$ cat config.mk
export PLATFORM = sky130hd
export DESIGN_NAME = data_checker_sv
export DESIGN_NICKNAME = d
export VERILOG_FILES = /design/src/rtl/data_checker_pkg.sv /design/src/rtl/data_checker_sv_sat_counter.sv /design/src/rtl/data_checker_sv.sv
export SDC_FILE = /design/constraint.sdc
export NUM_CORES = 1
export LEC_CHECK = 0
export BUFFER_PORTS_ARGS = -buffer_cell sky130_fd_sc_hd__buf_2
export CORE_UTILIZATION = 55
export CTS_CLUSTER_DIAMETER = 60
export DETAILED_ROUTE_END_ITERATION = 6
export PLACE_DENSITY_LB_ADDON = 0.15
export SYNTH_ARGS = -nofsm -noshare
export SYNTH_HDL_FRONTEND = slang
export SYNTH_SLANG_ARGS = --single-unit
$ cat constraint.sdc
create_clock -name clk -period 2.3 [get_ports clk]
set_input_delay 0.23 -clock clk [delete_from_list [all_inputs] [get_ports clk]]
set_output_delay 0.23 -clock clk [all_outputs]
set_load 0.005 [all_outputs]
$ cat src/rtl/data_checker_pkg.sv
// Shared types and helpers for the PRBS byte checker.
// Holds the checker FSM encoding and the Galois LFSR step.
package data_checker_pkg;

    typedef enum logic [1:0] {
        IDLE,
        SYNC,
        CHECK,
        DONE
    } chk_state_t;

    localparam logic [7:0] DEF_POLY     = 8'hB8;
    localparam int         DEF_REPEAT_N = 10;
    localparam int         DEF_LOSS_N   = 4;

    function automatic logic [7:0] lfsr_step(
        input logic [7:0] x,
        input logic [7:0] poly
    );
        return (x >> 1) ^ (x[0] ? poly : 8'h00);
    endfunction

endpackage

$ cat src/rtl/data_checker_sv_sat_counter.sv
// Saturating up-counter with synchronous clear.
// Clear wins over increment; the count sticks at all-ones.
module sat_counter_sv #(
    parameter int CNT_W = 16
) (
    input  logic             clk,
    input  logic             rst,
    input  logic             clr,
    input  logic             inc,
    output logic [CNT_W-1:0] cnt
);

    logic [CNT_W-1:0] cnt_q;
    logic [CNT_W-1:0] cnt_d;

    // next count: clear, saturating increment or hold
    always_comb begin
        cnt_d = cnt_q;
        if (clr) begin
            cnt_d = '0;
        end else if (inc && (cnt_q != '1)) begin
            cnt_d = cnt_q + 1'b1;
        end
    end

    // count register
    always_ff @(posedge clk) begin
        if (rst) begin
            cnt_q <= '0;
        end else begin
            cnt_q <= cnt_d;
        end
    end

    assign cnt = cnt_q;

endmodule

$ cat src/rtl/data_checker_sv.sv
// Receive-side PRBS checker: locks onto an 8-bit Galois
// LFSR stream and counts checked and mismatched words.
module data_checker_sv
    import data_checker_pkg::*;
#(
    parameter int         DW       = 8,
    parameter logic [7:0] POLY     = DEF_POLY,
    parameter int         REPEAT_N = DEF_REPEAT_N,
    parameter int         LOSS_N   = DEF_LOSS_N,
    parameter int         CNT_W    = 16
) (
    input  logic             clk,
    input  logic             rst,
    input  logic             en,
    input  logic [DW-1:0]    d_in,
    input  logic             d_vld,
    output logic             d_rdy,
    output logic             locked,
    output logic             err,
    output logic [CNT_W-1:0] err_cnt,
    output logic [CNT_W-1:0] word_cnt,
    output logic             done
);

    localparam int MR_W = $clog2(LOSS_N + 1);

    chk_state_t      state_q, state_d;
    logic [DW-1:0]   exp_q, exp_d;
    logic [MR_W-1:0] miss_run_q, miss_run_d;
    logic            locked_q, locked_d;
    logic            err_q, err_d;
    logic            done_q, done_d;

    logic cnt_clr;
    logic word_inc;
    logic err_inc;
    logic xfer;
    logic mismatch;
    logic word_last;
    logic miss_last;

    assign d_rdy     = (state_q == SYNC) || (state_q == CHECK);
    assign xfer      = d_vld && d_rdy;
    assign mismatch  = (d_in != exp_q);
    assign word_last = (word_cnt == CNT_W'(REPEAT_N - 1));
    assign miss_last = mismatch
                    && (miss_run_q == MR_W'(LOSS_N - 1));

    // next-state, expected word and run-length logic
    always_comb begin
        state_d    = state_q;
        exp_d      = exp_q;
        miss_run_d = miss_run_q;
        locked_d   = locked_q;
        done_d     = done_q;
        err_d      = 1'b0;
        cnt_clr    = 1'b0;
        word_inc   = 1'b0;
        err_inc    = 1'b0;
        if (!en) begin
            state_d  = IDLE;
            locked_d = 1'b0;
            done_d   = 1'b0;
        end else begin
            unique case (state_q)
                IDLE: begin
                    state_d    = SYNC;
                    cnt_clr    = 1'b1;
                    miss_run_d = '0;
                end
                SYNC: begin
                    // zero is the LFSR lock-up value, never a seed
                    if (xfer && (d_in != '0)) begin
                        exp_d    = lfsr_step(d_in, POLY);
                        state_d  = CHECK;
                        locked_d = 1'b1;
                    end
                end
                CHECK: begin
                    if (xfer) begin
                        word_inc = 1'b1;
                        exp_d    = lfsr_step(exp_q, POLY);
                        if (mismatch) begin
                            err_d      = 1'b1;
                            err_inc    = 1'b1;
                            miss_run_d = miss_run_q + 1'b1;
                        end else begin
                            miss_run_d = '0;
                        end
                        if (word_last) begin
                            state_d = DONE;
                            done_d  = 1'b1;
                        end else if (miss_last) begin
                            state_d    = SYNC;
                            locked_d   = 1'b0;
                            miss_run_d = '0;
                        end
                    end
                end
                DONE: begin
                    state_d = DONE;
                end
                default: begin
                    state_d = IDLE;
                end
            endcase
        end
    end

    // FSM and registered status outputs
    always_ff @(posedge clk) begin
        if (rst) begin
            state_q    <= IDLE;
            exp_q      <= '0;
            miss_run_q <= '0;
            locked_q   <= 1'b0;
            err_q      <= 1'b0;
            done_q     <= 1'b0;
        end else begin
            state_q    <= state_d;
            exp_q      <= exp_d;
            miss_run_q <= miss_run_d;
            locked_q   <= locked_d;
            err_q      <= err_d;
            done_q     <= done_d;
        end
    end

    sat_counter_sv #(
        .CNT_W (CNT_W)
    ) u_err_cnt (
        .clk (clk),
        .rst (rst),
        .clr (cnt_clr),
        .inc (err_inc),
        .cnt (err_cnt)
    );

    sat_counter_sv #(
        .CNT_W (CNT_W)
    ) u_word_cnt (
        .clk (clk),
        .rst (rst),
        .clr (cnt_clr),
        .inc (word_inc),
        .cnt (word_cnt)
    );

    assign locked = locked_q;
    assign err    = err_q;
    assign done   = done_q;

endmodule

# Yosys cells after proc, flatten, opt, wreduce, memory -nomap -nowiden
# Cells that the tools add are included.
[totals]
regBits = 48
inputBits = 12
wordCells = 73
[op_classes]
n_addsub = 3
n_eq_ne = 13
muxes = 29
bitwise_logic = 3
reduce_logical = 17
[op_table]
columns = ["cell", "count"]
rows = [
  ["adder 16 x 1 -> 16 bit (second input constant)", 2],
  ["two-way mux 8 bit", 4],
  ["!= test 16 bit (second input constant)", 2],
  ["equality test 16 x 4 -> 1 bit (second input constant)", 1],
  ["one-hot mux 8 bit (2 select lines)", 1],
  ["XOR 7 x 8 -> 8 bit", 2],
  ["two-way mux 1 bit", 13],
  ["two-way mux 3 bit", 4],
  ["AND reduction 3 bit", 3],
  ["two-way mux 2 bit", 4],
  ["!= test 8 bit", 1],
  ["one-hot mux 2 bit (4 select lines)", 1],
  ["nonzero test 8 bit", 1],
  ["!= test 2 bit (second input constant)", 3],
  ["one-hot mux 3 bit (2 select lines)", 1],
  ["logical AND 1 bit", 5],
  ["AND reduction 5 bit", 1],
  ["equality test 2 bit (second input constant)", 2],
  ["AND reduction 4 bit", 1],
  ["nonzero test 2 bit", 2],
  ["OR reduction 2 bit", 2],
  ["adder 3 x 1 -> 3 bit (second input constant)", 1],
  ["equality test 3 x 2 -> 1 bit (second input constant)", 1],
  ["!= test 3 bit (second input constant)", 1],
  ["other kinds (6)", 6],
]

# Logic depth before layout (Yosys ltp)
# Gate-level depths: netlist of run 1.
[logic_depth]
depth_word = 7
depth_mapped = 9
ltp_nobuf = 7

# Cells and area by module
# Synthesis of run 1 repeated with hierarchy kept, for this count alone.
[hier_totals]
cells_unflattened = 326
hier_area_um2 = 2950.3
[modules_own_cells]
columns = ["module", "n_inst", "cells_per_inst", "area_per_inst_um2", "seq_area_each_um2"]
rows = [
  ["sat_counter_sv", 2, 102, 917.1, 320.3],
  ["data_checker_sv", 1, 122, 1116.1, 320.3],
]

# Least setup slack after synthesis of run 1
# OpenSTA, ideal clock, no wires.
[synth_path]
kind = "flip-flop to flip-flop"
startpoint = "register state_q[0]"
endpoint = "register u_err_cnt.cnt_q[7] (netlist: u_err_cnt.cnt[7])"
setup_ns = 0.070
arrival_time_ns = 1.813
required_ns = 2.230
setup_slack_ns = 0.417
stages_incl_launch_ff = 10
n_path_buf = 2
period_less_slack_ns = 1.883
path_cell_list = "dfxtp_1 > inv_1 > ha_1 > buf_4 > and3_1 > and2_4 > o211ai_1 > buf_2 > or4_1 > a21oi_1"
[synth_via]
elab_chain_len = 7
elab_cells_between_ends = 12
[synth_rtl]
columns = ["item", "line", "rtl"]
rows = [
  ["from (decl)", "data_checker_sv.sv:27", "chk_state_t state_q, state_d;"],
  ["from (signal assigned)", "data_checker_sv.sv:120", "state_q <= state_d;"],
  ["equality test 2 x 1 -> 1 bit or equality test 2 bit (tied branches)", "data_checker_sv.sv:42, data_checker_sv.sv:65", ""],
  ["logical OR 1 bit", "data_checker_sv.sv:42", "assign d_rdy = (state_q == SYNC) || (state_q == CHECK);"],
  ["logical AND 1 bit", "data_checker_sv.sv:43", "assign xfer = d_vld && d_rdy;"],
  ["two-way mux 1 bit", "data_checker_sv.sv:80", "if (xfer) begin"],
  ["two-way mux 1 bit", "data_checker_sv.sv:65", "unique case (state_q)"],
  ["two-way mux 1 bit", "-", ""],
  ["logical AND 1 bit", "data_checker_sv_sat_counter.sv:21", "end else if (inc && (cnt_q != '1)) begin"],
  ["to (signal assigned)", "data_checker_sv_sat_counter.sv:31", "cnt_q <= cnt_d;"],
  ["to (decl)", "data_checker_sv_sat_counter.sv:13", "logic [CNT_W-1:0] cnt_q;"],
]
# Parallel ways exist; a longest one is shown, timed or not.
# A chain may end at the register's enable or synchronous reset.

# Worst setup path in the final report of run 1
[layout_path]
startpoint = "register state_q[0]"
endpoint = "register u_err_cnt.cnt_q[15] (netlist: u_err_cnt.cnt[15])"
# Same word-level chain as after synthesis.

==> results of run 1 <==
synthesized netlist by cell type, types with 3 or more instances:
master     count
dfxtp_1       48
nor2_1        28
a21oi_1       23
nand2_1       17
inv_1         14
xor2_1        14
nand3_1       13
xnor2_1       11
o21ai_0       10
o31ai_1       10
ha_1           9
nand4_1        8
or4_1          8
and3_1         7
mux2i_1        7
o211ai_1       7
and4_1         6
clkbuf_1       5
mux2_2         5
nand2b_1       4
nor3_1         4
a211o_1        3
buf_4          3
nor4_1         3
nor4b_1        3
o2111ai_1      3
sequential cells by signal, indices dropped and copies added (netlist names):
signal / count
state_q: 2
u_word_cnt.cnt: 16
err: 1
miss_run_q: 3
u_err_cnt.cnt: 16
locked: 1
exp_q: 8
done: 1
final timing paths:
check,cells after the start,slack (ns),startpoint,end
setup / recovery,7,0.20,state_q[0]$_SDFFE_PP0P_,u_err_cnt.cnt[15]$_SDFFE_PP0P_
hold / removal,3,0.27,d_vld,done$_SDFFE_PP0P_
setup reg to reg,7,0.20,state_q[0]$_SDFFE_PP0P_,u_err_cnt.cnt[15]$_SDFFE_PP0P_
hold reg to reg,2,0.46,miss_run_q[2]$_SDFFE_PP0P_,miss_run_q[2]$_SDFFE_PP0P_
per-stage QoR:
step           cell area [um^2]  utilization [%]  power (mW)  setup slack, ns  std cells
2_1_floorplan              2700                -       0.973            0.417        311
3_3_place_gp               2990             63.4        1.02            0.303        419
3_5_place_dp               2990             63.4        1.02            0.167        419
4_1_cts                    3080             65.3        1.54            0.139        427
5_1_grt                    3090             65.4        1.60           0.0819        427
6_report                   3090             65.4        1.53            0.200        427
cells by family after synthesis:
family	Yosys count	share of synthesized area, %
AND/OR/NAND/NOR	111	22.5
XOR/XNOR	25	8.11
buffers and inverters	27	4.78
multiplexers	12	4.68
adder cells (fa/ha/maj)	9	4.17
flip-flops	48	35.6
AO/OA/AOI/OAI	79	20.2
worst register-to-register path, cell delays in order, from the launching register on:
cell and delay, ns:
dfxtp_1 0.35, inv_1 0.11, ha_1 0.17, and3_1 0.22
and2_4 0.20, o211ai_1 0.29, or4_1 0.56, a21oi_1 0.14
power breakdown:
group | leakage, nW | total [mW] | internal [mW] | switching [mW]
registers | 0.387 | 0.851 | 0.840 | 0.0106
clock network | 0.0455 | 0.526 | 0.246 | 0.280
logic | 0.815 | 0.150 | 0.0640 | 0.0865
metal layers:
metal  up-vias  wire length (um)
li1       1254                 -
met1      1165              2870
met2        49              2800
met3        11               219
met4         0                85
met5         -                 0
layout make-up:
cell class	count	area (um^2)
repair buffers	54	288
well taps	67	83.8
flip-flops and latches	48	961
fillers	412	1630
clock buffers	8	90.1
inverters	14	52.6
multi-input cells	236	1610
==> metrics.md, run 1 <==
| Metric | Value |
|---|---|
| Status | `finished clean` |
| First-pass GRT wire length | `between 9000 and 10,000 um` |
| Post-DR vias/cell | `5.81` |
| Die width | `72.1 um` |
| Final setup fails | `0` |
| EDFF count, synth | `0` |
| RSZ-0062 raised after global routing | `no` |
| Setup total negative slack | `0 ns` |
| Min Clock Period, post-route | `approximately 2.1 ns` |
| Chip height | `72.1 um` |
| Fmax | `476 MHz` |
| Initial Util | `57.1%` |
| Top delay family on crit path | `simple AND/OR/NAND/NOR gates` |
| Cts hold-fix bufs | `0` |
| Vias in the first global route | `2,146` |
| N_diodes | `0` |
| Syn Inst Count | `311` |
| TritonCTS clock tree | `built` |
| Final wirelength | `5970 um` |
| Slew of the pin with the lowest slew margin | `approximately 0.72 ns` |
| Routed len/inst | `roughly 14 um` |
| CTS Sinks | `48` |
| M3 GR Usage | `5.56%` |
| Most common cell after layout, fill and taps aside | `dfxtp_1` |
| Most frequent cells in the layout | `dfxtp_1 (48), buf_2 (47), nor2_1 (28)` |
| DRT antenna net count | `0` |
| Worst path required time | `2.54 ns` |
| Hold Crit Class | `in2reg` |
| Slowest CP cell | `or4_1` |
| Critical path capture point type | `flip-flop` |
| GR peak layer | `met2` |
| P_leak | `1.25 nW` |
| DRT iter0 DRCs | `137` |
| Layout cells sized above 1 | `19.4%` |
| Clock transition at the registers of the reported paths | `0.09 ns` |
| Cts repair resizes | `0` |
| Via count | `2,479` |
| P per Cell Area | `494 nW/um^2` |
| Max_cap viols | `0` |
| Synth Net Count | `approximately 330` |
| First drt pass iteration count | `4` |
| Area delta synth->final | `14.5%` |
| Critical path cell sequence | `inv_1 > ha_1 > and3_1 > and2_4 > o211ai_1 > or4_1 > a21oi_1` |
| Clock Tree Root | `clkbuf_8` |
| Core Box Area | `4720 um^2` |
| WHS | `0.270 ns` |
| Largest area contributor in the netlist | `dfxtp_1` |
| Post-DP HPWL | `roughly 4300 um` |
| Grt ovf | `0` |
| Worst IR Drop VDD | `387 uV` |
| Top cells by area, synth | `dfxtp_1 (36%), xor2_1 (4.5%), a21oi_1 (4.3%), ha_1 (4.2%), nor2_1 (3.9%)` |
| Clock buffer depth | `2` |
| Worst path buffer plus inverter count | `1` |
| GRT Util Overall | `23.9%` |
| Top-area cell type share of the netlist area | `a little over a third` |
| Clk_lat worst skew | `0.30 ns` |
| Crit Path Max Fanout | `11` |
| Nets@finish | `380` |
| Die ar. | `between 5000 and 6000 um^2` |
| Synth warn | `0` |
| Fraction of registers with async set/reset | `0%` |
| Mapped Area | `2700 um^2` |
| Initial antenna violation count | `0` |
| Largest net degree at the start of global routing | `22` |
| DRC violations left | `0` |
| Avg Cell Area, Syn | `8.68 um^2` |
| Routability Congestion | `0.809` |
| Flops & latches, synth | `48` |
| Worst Setup Start Kind | `flip-flop` |
| M1 GR Usage | `30.3%` |
| Met2 usage | `about two fifths` |
| I/O pin count | `48` |
| Max Slew Vio Count | `0` |
| Count of cell types in the netlist | `56` |
| TritonCTS buffer count | `5` |
| Worst Skew | `just under 0.007 ns` |
| Most used flip-flop cell after synthesis | `dfxtp_1` |
| CP peak stage delay | `0.56 ns` |
| Final Hold Fails | `0` |
| Setup bufs post-CTS | `0` |
| PortBufs | `47` |
| Register area share after synthesis | `35.6%` |
| H-tree Lvls | `2` |
| Crit Path Category | `reg2reg` |
| Slew margin rel. | `52.1%` |
| Critical Path AT | `2.34 ns` |
| Fin crit share | `around nine tenths` |
| Rows | `25` |
Note: power is estimated with default switching activity, not from simulation.
==> inputs of run 2 (changes only) <==
Settings changed: RECOVER_POWER from default to 25.
==> run 2 against run 1 <==
Effect of this change:
- via count up 0.16%
- sequential share of layout area up 0.063 points
- clock skew about the same
- register-to-register slack about the same
- non-clock buffer count unchanged
- count of clock-buffer cells in the layout unchanged
- final cell count unchanged
- critical path type unchanged
- critical endpoint unchanged
- largest cell class unchanged
==> metrics.md, run 2 (synthesis gave the netlist of run 1 again) <==
| Metric | Value |
|---|---|
| Multi-input logic area | `1610 um^2 (unchanged)` |
| Fin crit share | `91.2% (-0.13 points)` |
| I/O pin count | `48 (unchanged)` |
| Status | `finished clean` |
| Post-DP HPWL | `4300 um (unchanged)` |
| Layout cells sized above 1 | `18.1% (-1.4 points)` |
| Critical path cell sequence | `inv_1 > ha_1 > and3_1 > and2_4 > o211ai_1 > or4_1 > a21oi_1` |
| Routed len/inst | `14.0 um (+0.20%)` |
| Clk_lat worst skew | `0.30 ns (about the same)` |
| Register area | `961 um^2 (unchanged)` |
| Chip height | `72.1 um (unchanged)` |
| Final wirelength | `5980 um (+0.20%)` |
| Core Box Area | `4720 um^2 (unchanged)` |
| TritonCTS buffer count | `5 (unchanged)` |
| Hold Crit Class | `in2reg` |
| Max Slew Vio Count | `0 (unchanged)` |
| First drt pass iteration count | `4 (unchanged)` |
| GR peak layer | `met2` |
| Crit path from | `state_q[0]$_SDFFE_PP0P_` |
| M1 GR Usage | `30.3% (unchanged)` |
| WHS | `0.270 ns (unchanged)` |
| Dpl cell area | `2990 um^2 (unchanged)` |
| DRT iter0 DRCs | `138 (+0.73%)` |
| Grt ovf | `0 (unchanged)` |
| Initial Util | `57.1% (unchanged)` |
| P_leak | `1.23 nW (-1.8%)` |
| GRT Util Overall | `23.9% (unchanged)` |
| Clock transition at the registers of the reported paths | `0.09 ns (about the same)` |
| DRT antenna net count | `0 (unchanged)` |
| CTS Sinks | `48 (unchanged)` |
| Area delta synth->final | `14.2%` |
| Crit Path Max Fanout | `11 (unchanged)` |
| Fmax | `477 MHz (+0.14%)` |
| H-tree Lvls | `2 (unchanged)` |
| First-pass GRT wire length | `9860 um (unchanged)` |
| Worst r2r src | `state_q[0]$_SDFFE_PP0P_` |
| TritonCTS clock tree | `built` |
| Worst Skew | `0.00696 ns (+0.0000633 ns)` |
| Clock buffer depth | `2 (unchanged)` |
| DRC violations left | `0 (unchanged)` |
| N_diodes | `0 (unchanged)` |
| P per Cell Area | `495 nW/um^2 (+0.21%)` |
| Slew of the pin with the lowest slew margin | `0.711 ns (-0.00505 ns)` |
| RSZ-0062 raised after global routing | `no` |
| Worst Setup Start Kind | `flip-flop` |
| Largest net degree at the start of global routing | `22 (unchanged)` |
| CP peak stage delay | `0.56 ns (about the same)` |
| Most common cell after layout, fill and taps aside | `dfxtp_1` |
| Worst setup margin | `0.203 ns (+0.00288 ns)` |
| Cts hold-fix bufs | `0 (unchanged)` |
| Hold_sp | `d_vld` |
| Rows | `25 (unchanged)` |
| Crit Path Category | `reg2reg` |
| Setup total negative slack | `0 ns (unchanged)` |
| Most frequent cells in the layout | `dfxtp_1 (48), buf_2 (42), nor2_1 (28)` |
| Filler cells | `415 (+0.73%)` |
| Worst path required time | `2.54 ns (about the same)` |
| PortBufs | `47 (unchanged)` |
| Final instance area | `3080 um^2 (-0.20%)` |
| Critical Path AT | `2.34 ns (about the same)` |
| Via count | `2,483 (+0.16%)` |
| Min Clock Period, post-route | `2.10 ns (-0.00288 ns)` |
| Layout Utilization | `65.3% (-0.13 points)` |
| Vias in the first global route | `2,146 (unchanged)` |
| M3 GR Usage | `5.56% (unchanged)` |
| Clock Tree Root | `clkbuf_8` |
| Met2 usage | `40.1% (unchanged)` |
| Die ar. | `5190 um^2 (unchanged)` |
| Initial antenna violation count | `0 (unchanged)` |
| Max_cap viols | `0 (unchanged)` |
| Final setup fails | `0 (unchanged)` |
| Critical path capture point type | `flip-flop` |
| Slowest CP cell | `or4_1` |
| Final Hold Fails | `0 (unchanged)` |
| Die width | `72.1 um (unchanged)` |
| Slew margin rel. | `52.4% (+0.34 points)` |
| Post-DR vias/cell | `5.81 (+0.16%)` |
| Setup WS pre-CTS | `0.167 ns (unchanged)` |
| Nets@finish | `380 (unchanged)` |
| Worst IR Drop VDD | `387 uV (about the same)` |
| Routability Congestion | `0.809 (unchanged)` |
==> run 2: worst paths after layout <==
check / endpoint / slack (ns) / cells past startpoint
min: done$_SDFFE_PP0P_ / 0.27 / 3
max: u_err_cnt.cnt[15]$_SDFFE_PP0P_ / 0.20 / 7
max reg2reg: u_err_cnt.cnt[15]$_SDFFE_PP0P_ / 0.20 / 7
min reg2reg: miss_run_q[2]$_SDFFE_PP0P_ / 0.46 / 2
==> run 2: metrics by stage <==
step	instances	power, mW
after global placement	419	1.02
final	427	1.53
after detailed placement	419	1.02
after global routing	427	1.60
after CTS	427	1.54
after floorplan	311	0.973
==> run 2: layer usage <==
layer | vias to the layer above | part of all wire [%]
met5 | - | 0
met2 | 49 | 47
li1 | 1255 | -
met4 | 0 | 1.4
met1 | 1168 | 48
met3 | 11 | 3.7
==> run 2: cell type report <==
cell class                 count  share of cell area [%]
tap                           67                    2.72
clock buffer                   8                    2.92
multi-input combinational    236                    52.4
timing repair buffer          54                    9.13
sequential                    48                    31.2
inverter                      14                    1.70
==> run 2: report_power, final <==
part           leakage [nW]  switching [mW]  internal (mW)
Sequential            0.387          0.0106          0.840
Combinational         0.793          0.0865         0.0640
Clock                0.0455           0.280          0.246
==> run 2: critical path, delay by kind of cell, from the launching register on <==
| kind | cells | cell delay, ns |
|---|---|---|
| and+or+nand+nor | 3 | 0.98 |
| AOI/OAI and AO/OA | 2 | 0.43 |
| DFF | 1 | 0.35 |
| adders and majority gates | 1 | 0.17 |
| buffers and inverters | 1 | 0.11 |
==> run 2: repair_timing <==
action                     in CTS  in global routing
gates resized for setup         0                  1
buffers inserted                0                  0
setup endpoints to repair       0                  5
==> inputs of run 3 (changes only) <==
Settings changed: SKIP_LAST_GASP from default to 1.
Clock period 2.3 ns to 2.43 ns, I/O delays scaled along.
==> run 3 against run 2 <==
Effect of this change:
- worst hold slack worse by 0.0038 ns
- non-clock buffer count fell by 1
- routed wire length shrank 4.4%
- first-iteration DRC count fell by 39%
- final cell count fell by 0.23%
- largest power group unchanged
- register-to-register slack better by 0.04 ns
- via count shrank 0.28%
- setup slack better by 0.042 ns
- power fell by 0.26%
- clock power is 10% higher
==> metrics.md, run 3 (synthesis gave the netlist of run 1 again) <==
| Metric | Value |
|---|---|
| Hold Crit Class | `in2reg` |
| Crit Path Category | `reg2reg` |
| Filler cells | `425 (+2.4%)` |
| DRC violations left | `0 (unchanged)` |
| Cts hold-fix bufs | `0 (unchanged)` |
| Slew of the pin with the lowest slew margin | `0.694 ns (-0.0167 ns)` |
| R2R setup slack | `0.24 ns (+0.04 ns)` |
| Worst r2r src | `state_q[0]$_SDFFE_PP0P_` |
| Slew margin rel. | `53.5% (+1.1 points)` |
| Status | `finished clean` |
| Critical path cell sequence | `inv_1 > ha_1 > and3_1 > and2_4 > o211ai_1 > or4_1 > a21oi_1` |
| Sw frac | `23.9% (-0.78 points)` |
| Fmax | `458 MHz (-4.0%)` |
| Max Slew Vio Count | `0 (unchanged)` |
| Grt ovf | `0 (unchanged)` |
| TritonCTS clock tree | `built` |
| Net Sw Power | `0.365 mW (-3.4%)` |
| Vias in the first global route | `2,152 (+0.28%)` |
| Critical R2R Capture | `u_err_cnt.cnt[15]$_SDFFE_PP0P_` |
| Most common cell after layout, fill and taps aside | `dfxtp_1` |
| Clock Tree Root | `clkbuf_8` |
| Clock transition at the registers of the reported paths | `0.09 ns (about the same)` |
| Final Hold Fails | `0 (unchanged)` |
| Post-DR vias/cell | `5.81 (about the same)` |
| RSZ-0062 raised after global routing | `no` |
| Min Clock Period, post-route | `2.19 ns (+0.0881 ns)` |
| Critical path capture point type | `flip-flop` |
| Cts repair resizes | `0 (unchanged)` |
| P per Cell Area | `493 nW/um^2 (-0.58%)` |
| Finished Layout Cells | `426 (-0.23%)` |
| Setup total negative slack | `0 ns (unchanged)` |
| Final wirelength | `5720 um (-4.4%)` |
| GRT Util Overall | `23.8% (-0.096 points)` |
| Worst path required time | `2.67 ns (+0.13 ns)` |
| Critical Path AT | `2.43 ns (+0.09 ns)` |
| N_diodes | `0 (unchanged)` |
| Total power | `1.52 mW (-0.26%)` |
| P_leak | `1.23 nW (+0.64%)` |
| H-tree Lvls | `2 (unchanged)` |
| Worst IR Drop VDD | `291 uV (-25%)` |
| Clk_lat worst skew | `0.31 ns (about the same)` |
| Largest net degree at the start of global routing | `20 (-9.1%)` |
| Die width | `72.1 um (unchanged)` |
| Routability Congestion | `0.855 (+5.7%)` |
| Layout Utilization | `65.5% (+0.21 points)` |
| Crit Path Max Fanout | `11 (unchanged)` |
| Power share of the clock group | `38.0% (+3.6 points)` |
| TritonCTS buffer count | `5 (unchanged)` |
| DRT antenna net count | `0 (unchanged)` |
| Worst Setup Start Kind | `flip-flop` |
| CP peak stage delay | `0.55 ns (about the same)` |
| Setup bufs post-CTS | `0 (unchanged)` |
| Hold path depth | `3 (unchanged)` |
| Most frequent cells in the layout | `dfxtp_1 (48), buf_2 (43), nor2_1 (28)` |
| WHS | `0.266 ns (-0.00383 ns)` |
| Hold endpoint | `done$_SDFFE_PP0P_` |
| Chip height | `72.1 um (unchanged)` |
| Initial Util | `57.1% (unchanged)` |
| First-pass GRT wire length | `9830 um (-0.35%)` |
| Worst Skew | `0.0124 ns (+0.00545 ns)` |
| Rows | `25 (unchanged)` |
| Post-DP HPWL | `4210 um (-2.1%)` |
| Final setup fails | `0 (unchanged)` |
| Nets@finish | `379 (-0.26%)` |
| I/O pin count | `48 (unchanged)` |
| DRT iter0 DRCs | `84 (-39%)` |
| Core Box Area | `4720 um^2 (unchanged)` |
| Sequential power share | `52.8% (-2.9 points)` |
| Dpl cells | `418 (-0.24%)` |
| Routed len/inst | `13.4 um (-4.2%)` |
| Slowest CP cell | `or4_1` |
| Max_cap viols | `0 (unchanged)` |
| Reg2reg path depth | `7 (unchanged)` |
| Area delta synth->final | `14.6%` |
| Layout cells sized above 1 | `18.4% (+0.33 points)` |
| CTS Sinks | `48 (unchanged)` |
| Internal power | `1.16 mW (+0.77%)` |
| First drt pass iteration count | `4 (unchanged)` |
| Clock buffer depth | `2 (unchanged)` |
| Hold_sp | `d_vld` |
| Via count | `2,476 (-0.28%)` |
| PortBufs | `47 (unchanged)` |
| Fin crit share | `89.9% (-1.3 points)` |
| Die ar. | `5190 um^2 (unchanged)` |
| Initial antenna violation count | `0 (unchanged)` |
| Combinational share of power | `9.1% (-0.8 points)` |
==> run 3: per-layer routing <==
layer,GRT usage [%],routed length (um)
met1,32.0,2640
met2,38.8,2740
met3,4.31,242
met4,7.41,89
met5,0,0
==> run 3: layout make-up <==
class	instances	area [um^2]	share of cell area [%]
flip-flops and latches	48	961	31.1
clock buffers	5	68.8	2.22
multi-input cells	236	1610	52.0
clock inverters	3	42.5	1.38
repair buffers	53	275	8.90
inverters	14	52.6	1.70
well taps	67	83.8	2.71
==> run 3: per-stage QoR <==
| step | setup slack [ns] | cell area [um^2] |
|---|---|---|
| 6_report | 0.245 | 3090 |
| 5_1_grt | 0.0631 | 3090 |
| 4_1_cts | 0.257 | 3100 |
| 3_5_place_dp | 0.291 | 2990 |
| 3_3_place_gp | 0.340 | 2990 |
| 2_1_floorplan | 0.547 | 2700 |
==> run 3: worst max-delay path by stage <==
stage	slack, ns	endpoint	startpoint	cells after the start
after floorplan	0.55	u_err_cnt.cnt[7]$_SDFFE_PP0P_	state_q[0]$_SDFFE_PP0P_	9
after detailed placement	0.29	u_err_cnt.cnt[15]$_SDFFE_PP0P_	state_q[0]$_SDFFE_PP0P_	7
after CTS	0.26	u_err_cnt.cnt[15]$_SDFFE_PP0P_	state_q[0]$_SDFFE_PP0P_	7
after global placement	0.34	u_err_cnt.cnt[15]$_SDFFE_PP0P_	state_q[0]$_SDFFE_PP0P_	7
final	0.24	u_err_cnt.cnt[15]$_SDFFE_PP0P_	state_q[0]$_SDFFE_PP0P_	7
after global routing	0.06	u_err_cnt.cnt[15]$_SDFFE_PP0P_	state_q[0]$_SDFFE_PP0P_	7
==> run 3: power groups by stage <==
stage          logic (mW)  clock network [mW]  registers (mW)
2_1_floorplan       0.100                   0           0.821
3_3_place_gp        0.137                   0           0.823
3_5_place_dp        0.141                   0           0.824
4_1_cts             0.140               0.595           0.806
5_1_grt             0.157               0.631           0.807
6_report            0.139               0.579           0.805
==> run 3: worst max-delay path: cells and delay by family (launching register included) <==
kind	cells	cell delay (ns)
buf+inv	1	0.11
flops	1	0.35
compound gates	2	0.42
fa+ha+maj	1	0.26
simple gates	3	0.99
